==> src/rtl/move_scheduler_pkg.sv <==
// Shared definitions for the move scheduler: the FSM state encodings and the default field widths
// that the SPI decoder and the motion generator also use.
package move_scheduler_pkg;

  localparam int unsigned DefDepth = 4;
  localparam int unsigned DefDurW  = 32;
  localparam int unsigned DefIncW  = 64;

  typedef enum logic [1:0] {
    StIdle   = 2'd0,
    StRun    = 2'd1,
    StHalted = 2'd2
  } sched_state_e;

endpackage

==> src/rtl/move_fifo.sv <==
// Synchronous FIFO for queued move segments. Both pointers wrap naturally because Depth is a power
// of two. Flush clears the FIFO and overrides any push or pop on the same edge.
module move_fifo #(
  parameter int unsigned Depth = 4,
  parameter int unsigned Width = 97
) (
  input  logic                     CLK,
  input  logic                     reset,
  input  logic                     push,
  input  logic                     pop,
  input  logic                     flush,
  input  logic [Width-1:0]         wdata,
  output logic [Width-1:0]         rdata,
  output logic [$clog2(Depth):0]   count,
  output logic                     full,
  output logic                     empty
);

  localparam int unsigned PtrW = $clog2(Depth);

  logic [Width-1:0] mem [Depth];
  logic [PtrW-1:0]  wptr_q, rptr_q;
  logic [PtrW:0]    count_q;
  logic             do_push, do_pop;

  assign full    = (count_q == Depth[PtrW:0]);
  assign empty   = (count_q == '0);
  assign do_push = push && !full;
  assign do_pop  = pop && !empty;
  assign count   = count_q;
  assign rdata   = mem[rptr_q];

  always_ff @(posedge CLK or posedge reset) begin
    if (reset) begin
      wptr_q  <= '0;
      rptr_q  <= '0;
      count_q <= '0;
    end else if (flush) begin
      wptr_q  <= '0;
      rptr_q  <= '0;
      count_q <= '0;
    end else begin
      if (do_push) wptr_q <= wptr_q + PtrW'(1);
      if (do_pop)  rptr_q <= rptr_q + PtrW'(1);
      case ({do_push, do_pop})
        2'b10:   count_q <= count_q + (PtrW + 1)'(1);
        2'b01:   count_q <= count_q - (PtrW + 1)'(1);
        default: count_q <= count_q;
      endcase
    end
  end

  // Storage needs no reset; the count and the pointers decide what is valid.
  always_ff @(posedge CLK) begin
    if (do_push) mem[wptr_q] <= wdata;
  end

endmodule

==> src/rtl/move_scheduler.sv <==
// Move-segment scheduler: queues moves in move_fifo and runs them one at a time, counting motion
// ticks. A completing move hands over to the next queued move on the same edge.
module move_scheduler
  import move_scheduler_pkg::*;
#(
  parameter int unsigned DEPTH = DefDepth,
  parameter int unsigned DUR_W = DefDurW,
  parameter int unsigned INC_W = DefIncW
) (
  input  logic                   CLK,
  input  logic                   reset,
  input  logic                   tick,
  input  logic                   HALT,
  input  logic                   wr_valid,
  output logic                   wr_ready,
  input  logic                   wr_dir,
  input  logic [INC_W-1:0]       wr_inc,
  input  logic [DUR_W-1:0]       wr_dur,
  output logic                   move_active,
  output logic                   cur_dir,
  output logic [INC_W-1:0]       cur_inc,
  output logic                   MOVE_DONE,
  output logic                   BUFFER_DTR,
  output logic [$clog2(DEPTH):0] fifo_count,
  output logic                   halted
);

  localparam int unsigned EntryW = 1 + INC_W + DUR_W;

  sched_state_e state_q, state_d;
  logic             cur_dir_q, cur_dir_d;
  logic [INC_W-1:0] cur_inc_q, cur_inc_d;
  logic [DUR_W-1:0] remaining_q, remaining_d;
  logic             done_q, done_d;

  logic              push, pop, flush, full, empty;
  logic [EntryW-1:0] head;
  logic              head_dir;
  logic [INC_W-1:0]  head_inc;
  logic [DUR_W-1:0]  head_dur;
  logic              finishing;

  move_fifo #(
    .Depth (DEPTH),
    .Width (EntryW)
  ) u_fifo (
    .CLK   (CLK),
    .reset (reset),
    .push  (push),
    .pop   (pop),
    .flush (flush),
    .wdata ({wr_dir, wr_inc, wr_dur}),
    .rdata (head),
    .count (fifo_count),
    .full  (full),
    .empty (empty)
  );

  assign head_dir = head[EntryW-1];
  assign head_inc = head[INC_W+DUR_W-1:DUR_W];
  assign head_dur = head[DUR_W-1:0];

  assign wr_ready    = !full && (state_q != StHalted);
  assign push        = wr_valid && wr_ready;
  assign BUFFER_DTR  = !full;
  assign move_active = (state_q == StRun);
  assign halted      = (state_q == StHalted);
  assign cur_dir     = cur_dir_q;
  assign cur_inc     = cur_inc_q;
  assign MOVE_DONE   = done_q;

  // A zero-duration move finishes on the first edge after load, tick or not.
  assign finishing = (remaining_q == '0) || (tick && (remaining_q == DUR_W'(1)));

  always_comb begin
    state_d     = state_q;
    cur_dir_d   = cur_dir_q;
    cur_inc_d   = cur_inc_q;
    remaining_d = remaining_q;
    done_d      = 1'b0;
    pop         = 1'b0;
    flush       = 1'b0;
    if (HALT) begin
      state_d     = StHalted;
      flush       = 1'b1;
      cur_dir_d   = 1'b0;
      cur_inc_d   = '0;
      remaining_d = '0;
    end else begin
      unique case (state_q)
        StIdle: begin
          if (!empty) begin
            pop         = 1'b1;
            cur_dir_d   = head_dir;
            cur_inc_d   = head_inc;
            remaining_d = head_dur;
            state_d     = StRun;
          end
        end
        StRun: begin
          if (finishing) begin
            done_d = 1'b1;
            if (!empty) begin
              pop         = 1'b1;
              cur_dir_d   = head_dir;
              cur_inc_d   = head_inc;
              remaining_d = head_dur;
            end else begin
              state_d = StIdle;
            end
          end else if (tick) begin
            remaining_d = remaining_q - DUR_W'(1);
          end
        end
        StHalted: state_d = StIdle;
        default:  state_d = StIdle;
      endcase
    end
  end

  always_ff @(posedge CLK or posedge reset) begin
    if (reset) begin
      state_q     <= StIdle;
      cur_dir_q   <= 1'b0;
      cur_inc_q   <= '0;
      remaining_q <= '0;
      done_q      <= 1'b0;
    end else begin
      state_q     <= state_d;
      cur_dir_q   <= cur_dir_d;
      cur_inc_q   <= cur_inc_d;
      remaining_q <= remaining_d;
      done_q      <= done_d;
    end
  end

endmodule
==> config.mk <==
export PLATFORM = sky130hd
export DESIGN_NAME = move_scheduler
export DESIGN_NICKNAME = d
export VERILOG_FILES = /design/src/rtl/move_scheduler_pkg.sv /design/src/rtl/move_fifo.sv /design/src/rtl/move_scheduler.sv
export SDC_FILE = /design/constraint.sdc
export NUM_CORES = 1
export LEC_CHECK = 0
export BUFFER_PORTS_ARGS = -buffer_cell sky130_fd_sc_hd__buf_2
export CAP_MARGIN = 10
export CORE_MARGIN = 4
export CORE_UTILIZATION = 30
export CTS_CLUSTER_DIAMETER = 40
export CTS_CLUSTER_SIZE = 16
export DETAILED_ROUTE_END_ITERATION = 8
export SYNTH_ARGS = -nofsm -noshare
export SYNTH_HDL_FRONTEND = slang
export SYNTH_SLANG_ARGS = --single-unit
==> constraint.sdc <==
create_clock -name CLK -period 6.85 [get_ports CLK]
set_clock_uncertainty 0.1 [all_clocks]
set_input_delay 1.37 -clock CLK [delete_from_list [all_inputs] [get_ports CLK]]
set_output_delay 1.37 -clock CLK [all_outputs]
set_load 0.02 [all_outputs]
==> impl_metrics.py <==
metrics = {
    "logic_synthesis": {
        "syn_area_um2": 19800,
        "netlist_top_cells_area": "edfxtp_1 (59%), dfrtp_1 (14%), mux4_2 (11%)",
        "ys_ff_latch": 495,
        "yosysUniqueCellTypes": 66,
        "synth_top_area_share": 0.588,
        "syn_nets": 1324,
        "synth_ff_type": "edfxtp_1",
        "syn_inst": 1214,
        "avgSynthCellArea_um2": 16.3,
        "yosysSeqAreaShare": 0.723,
        "ys_warn_count": 0,
        "synth-edff-count": 388,
        "yosysTopAreaCell": "edfxtp_1",
        "synth-async-reset-ratio": 0.216,
    },
    "min_path": {
        "hp-class": "reg -> reg",
        "hold_depth": 2,
        "hp-start": "cur_inc[7]",
        "holdPathEnd": "cur_inc[7]",
    },
    "route": {
        "ant_nets": 0,
        "routedWlPerCell_um": 21.5,
        "drc": 0,
        "num_vias": 11700,
        "finalWirelength_um": 50200,
        "first_iter_violations": 1055,
        "via_per_inst": 5.01,
        "first_pass_iters": 5,
    },
    "critical_path": {
        "critPathKind": "reg -> reg",
        "r2r_end": "u_fifo.rptr_q[1]",
        "critPathLaunchType": "register",
        "rrSetupSlack_ps": 3000,
        "critPathMaxFanout": 49,
        "endpoint_kind": "register",
        "arrival_ps": 4190,
        "ff2ff_path_depth": 7,
        "reg2reg_from": "remaining_q[15]",
        "worstPathRequired_ps": 7190,
    },
    "global_route": {
        "first_global_vias": 12100,
        "grt_pass1_wl_um": 76400,
        "antenna_found_initial": 17,
        "grt_usage": 0.142,
        "grt_start_max_net_pins": 79,
        "grt_overflow_total": 0,
    },
    "timing": {
        "relSlewSlack": 0.206,
        "maxSlewViolCount": 0,
        "fmax_ghz": 0.260,
        "rsz0062_at_grt": "false",
        "post-route-min-period_ps": 3850,
        "finalHoldViolCount": 0,
        "finalCritPeriodShare": 0.562,
        "finalSetupTns_ps": 0,
        "setup_viol": 0,
        "worst_pin_slew_ps": 1190,
    },
    "placement": {
        "place_inst": 2193,
        "port_buffers": 174,
        "dp_hpwl_um": 29400,
        "globalplace.congestion": 0.872,
    },
    "outcome": {
        "status": "completed",
    },
    "floorplanning": {
        "coreArea_um2": 64900,
        "die_h_um": 265,
        "io_pins": 175,
        "rows": 93,
        "die-area_um2": 70200,
        "floorplan.initialDensity": 0.305,
        "die_w_um": 265,
    },
    "clock_tree": {
        "h-tree-depth": 3,
        "insertion_delay_ps": 620,
        "cts_tree": "done",
        "clk_pin_slew_ps": 50,
        "root_buffer": "clkbuf_16",
        "ctsResizeCount": 0,
        "postCtsHoldBufs": 0,
        "cts_max_path_buffers": 3,
        "cts.sinks": 495,
        "post_cts_buffers": 0,
        "cts_inserted_buffers": 73,
    },
    "cells_and_area": {
        "ff_latch_area_um2": 14300,
        "drive_above_1_share": 0.301,
        "finish.net_count": 1523,
        "n_fill_cell": 6098,
        "multi_input_area_um2": 5160,
        "area_growth_pct": 22.6,
        "fin_cells": 2332,
    },
    "power_and_ir_drop": {
        "ir_worst_vdd_v": 0.000307,
        "p_leak_nw": 8.51,
        "power_density_nw_per_um2": 372,
    },
    "flow_run": {
        "cap_violations": 0,
    },
}
synthesized netlist by cell type, drive strengths merged, types with 2 or more instances:
| library cell | count |
|---|---|
| and2 | 5 |
| edfxtp | 388 |
| nor3 | 19 |
| and3 | 2 |
| nand4 | 5 |
| nor2 | 36 |
| xor2 | 2 |
| o41ai | 2 |
| a31oi | 12 |
| xnor2 | 3 |
| dfrtp | 107 |
| nand2b | 4 |
| buf | 28 |
| o21ai | 29 |
| mux4 | 97 |
| ha | 7 |
| a41oi | 3 |
| or2 | 3 |
| a311o | 2 |
| o221ai | 3 |
| a22oi | 4 |
| a221o | 3 |
| nor2b | 2 |
| nor4 | 19 |
| o21ba | 2 |
| o31ai | 3 |
| o2111ai | 2 |
| a21oi | 93 |
| a22o | 2 |
| nand2 | 175 |
| o211a | 2 |
| or4 | 12 |
| clkbuf | 41 |
| a21o | 3 |
| inv | 18 |
| nand3 | 14 |
| o2bb2ai | 3 |
| or3 | 8 |
| o211ai | 16 |
| a211oi | 2 |
| nor4b | 4 |
| mux2i | 5 |
| o22ai | 10 |
| a21boi | 2 |
final cells by class:
class                      count  share of cell area
sequential                   495               0.590
multi-input combinational    632               0.213
clock buffer                  79              0.0783
tap                          855              0.0440
timing repair buffer         193              0.0423
clock inverter                57              0.0295
inverter                      18             0.00288
antenna                        3            0.000309
critical path, cell delays in order (launching register included):
cell	delay, ps
dfrtp_1	460
nor4_1	520
and3_1	550
nand4_2	480
a21boi_4	940
buf_12	350
nand2_1	110
mux2i_1	150
logic make-up (layout without fill, tap and decap cells):
| logic type | Yosys count | count (layout) | share of synthesized area |
|---|---|---|---|
| XOR/XNOR | 5 | 5 | 0.00221 |
| buffers and inverters | 87 | 347 | 0.0177 |
| multiplexers | 103 | 103 | 0.113 |
| other | 0 | 3 | 0 |
| adder cells (fa/ha/maj) | 8 | 8 | 0.00543 |
| flip-flops | 495 | 495 | 0.723 |
| AND/OR/NAND/NOR | 311 | 311 | 0.0744 |
| AO/OA/AOI/OAI | 205 | 205 | 0.0635 |
layout by cell type, fill, tap and decap left out, types with 5 or more instances in the layout:
cell type | synthesis | final
edfxtp_1 | 388 | 388
nand2_1 | 175 | 175
buf_2 | 20 | 173
dfrtp_1 | 107 | 105
mux4_2 | 97 | 97
a21oi_1 | 93 | 93
clkbuf_16 | 0 | 75
nor2_1 | 35 | 35
o21ai_0 | 23 | 23
buf_4 | 0 | 19
nor3_1 | 18 | 18
inv_1 | 18 | 17
o211ai_1 | 16 | 16
inv_6 | 0 | 15
nor4_1 | 14 | 14
nand3_1 | 14 | 14
a31oi_1 | 12 | 12
or4_1 | 11 | 11
o22ai_1 | 10 | 10
or3_1 | 8 | 8
bufinv_16 | 0 | 8
clkinvlp_4 | 0 | 8
ha_1 | 7 | 7
mux2i_1 | 5 | 5
clkinv_1 | 0 | 5
clkinv_4 | 0 | 5
inv_8 | 0 | 5
state kept, by name, summed over array words and instances, names as in the netlist:
| signal | flops |
|---|---|
| MOVE_DONE | 1 |
| cur_dir | 1 |
| cur_inc | 64 |
| remaining_q | 32 |
| state_q | 2 |
| u_fifo.count | 3 |
| u_fifo.mem | 388 |
| u_fifo.rptr_q | 2 |
| u_fifo.wptr_q | 2 |
per-layer routing:
metal  up-vias  GRT usage  part of all wire
li1       5193          -                 -
met1      5953      0.180              0.41
met4        20     0.0430             0.021
met5         -          0            0.0025
met3       109     0.0417             0.075
met2       406      0.238              0.49
stage by stage:
| step | hold slack, ps | setup slack, ps | instance area (µm²) | util | total power (W) |
|---|---|---|---|---|---|
| 2_1_floorplan | 402 | 2190 | 19800 | - | 0.00468 |
| 3_3_place_gp | 408 | 2440 | 21700 | 0.334 | 0.00518 |
| 3_5_place_dp | 414 | 2470 | 21700 | 0.334 | 0.00519 |
| 4_1_cts | 421 | 2980 | 24300 | 0.374 | 0.00913 |
| 5_1_grt | 436 | 2760 | 24300 | 0.374 | 0.00945 |
| 6_report | 418 | 3000 | 24300 | 0.374 | 0.00905 |
power breakdown:
| part | switching [W] | internal (W) | total (W) |
|---|---|---|---|
| clock | 0.00151 | 0.00240 | 0.00391 |
| sequential | 0.000171 | 0.00345 | 0.00362 |
| combinational | 0.000992 | 0.000522 | 0.00151 |
how the worst max path moves through the flow:
stage,startpoint,end,slack [ps],cells past startpoint
after global placement,HALT,u_fifo.rptr_q[1],2440,7
after CTS,remaining_q[14],u_fifo.rptr_q[1],2980,7
final,remaining_q[15],u_fifo.rptr_q[1],3000,7
after detailed placement,HALT,u_fifo.rptr_q[1],2470,7
after global routing,remaining_q[14],u_fifo.rptr_q[1],2760,7
after floorplan,wr_valid,u_fifo.mem[0][0],2190,3
No activity file was read; power rests on OpenSTA's default activity.
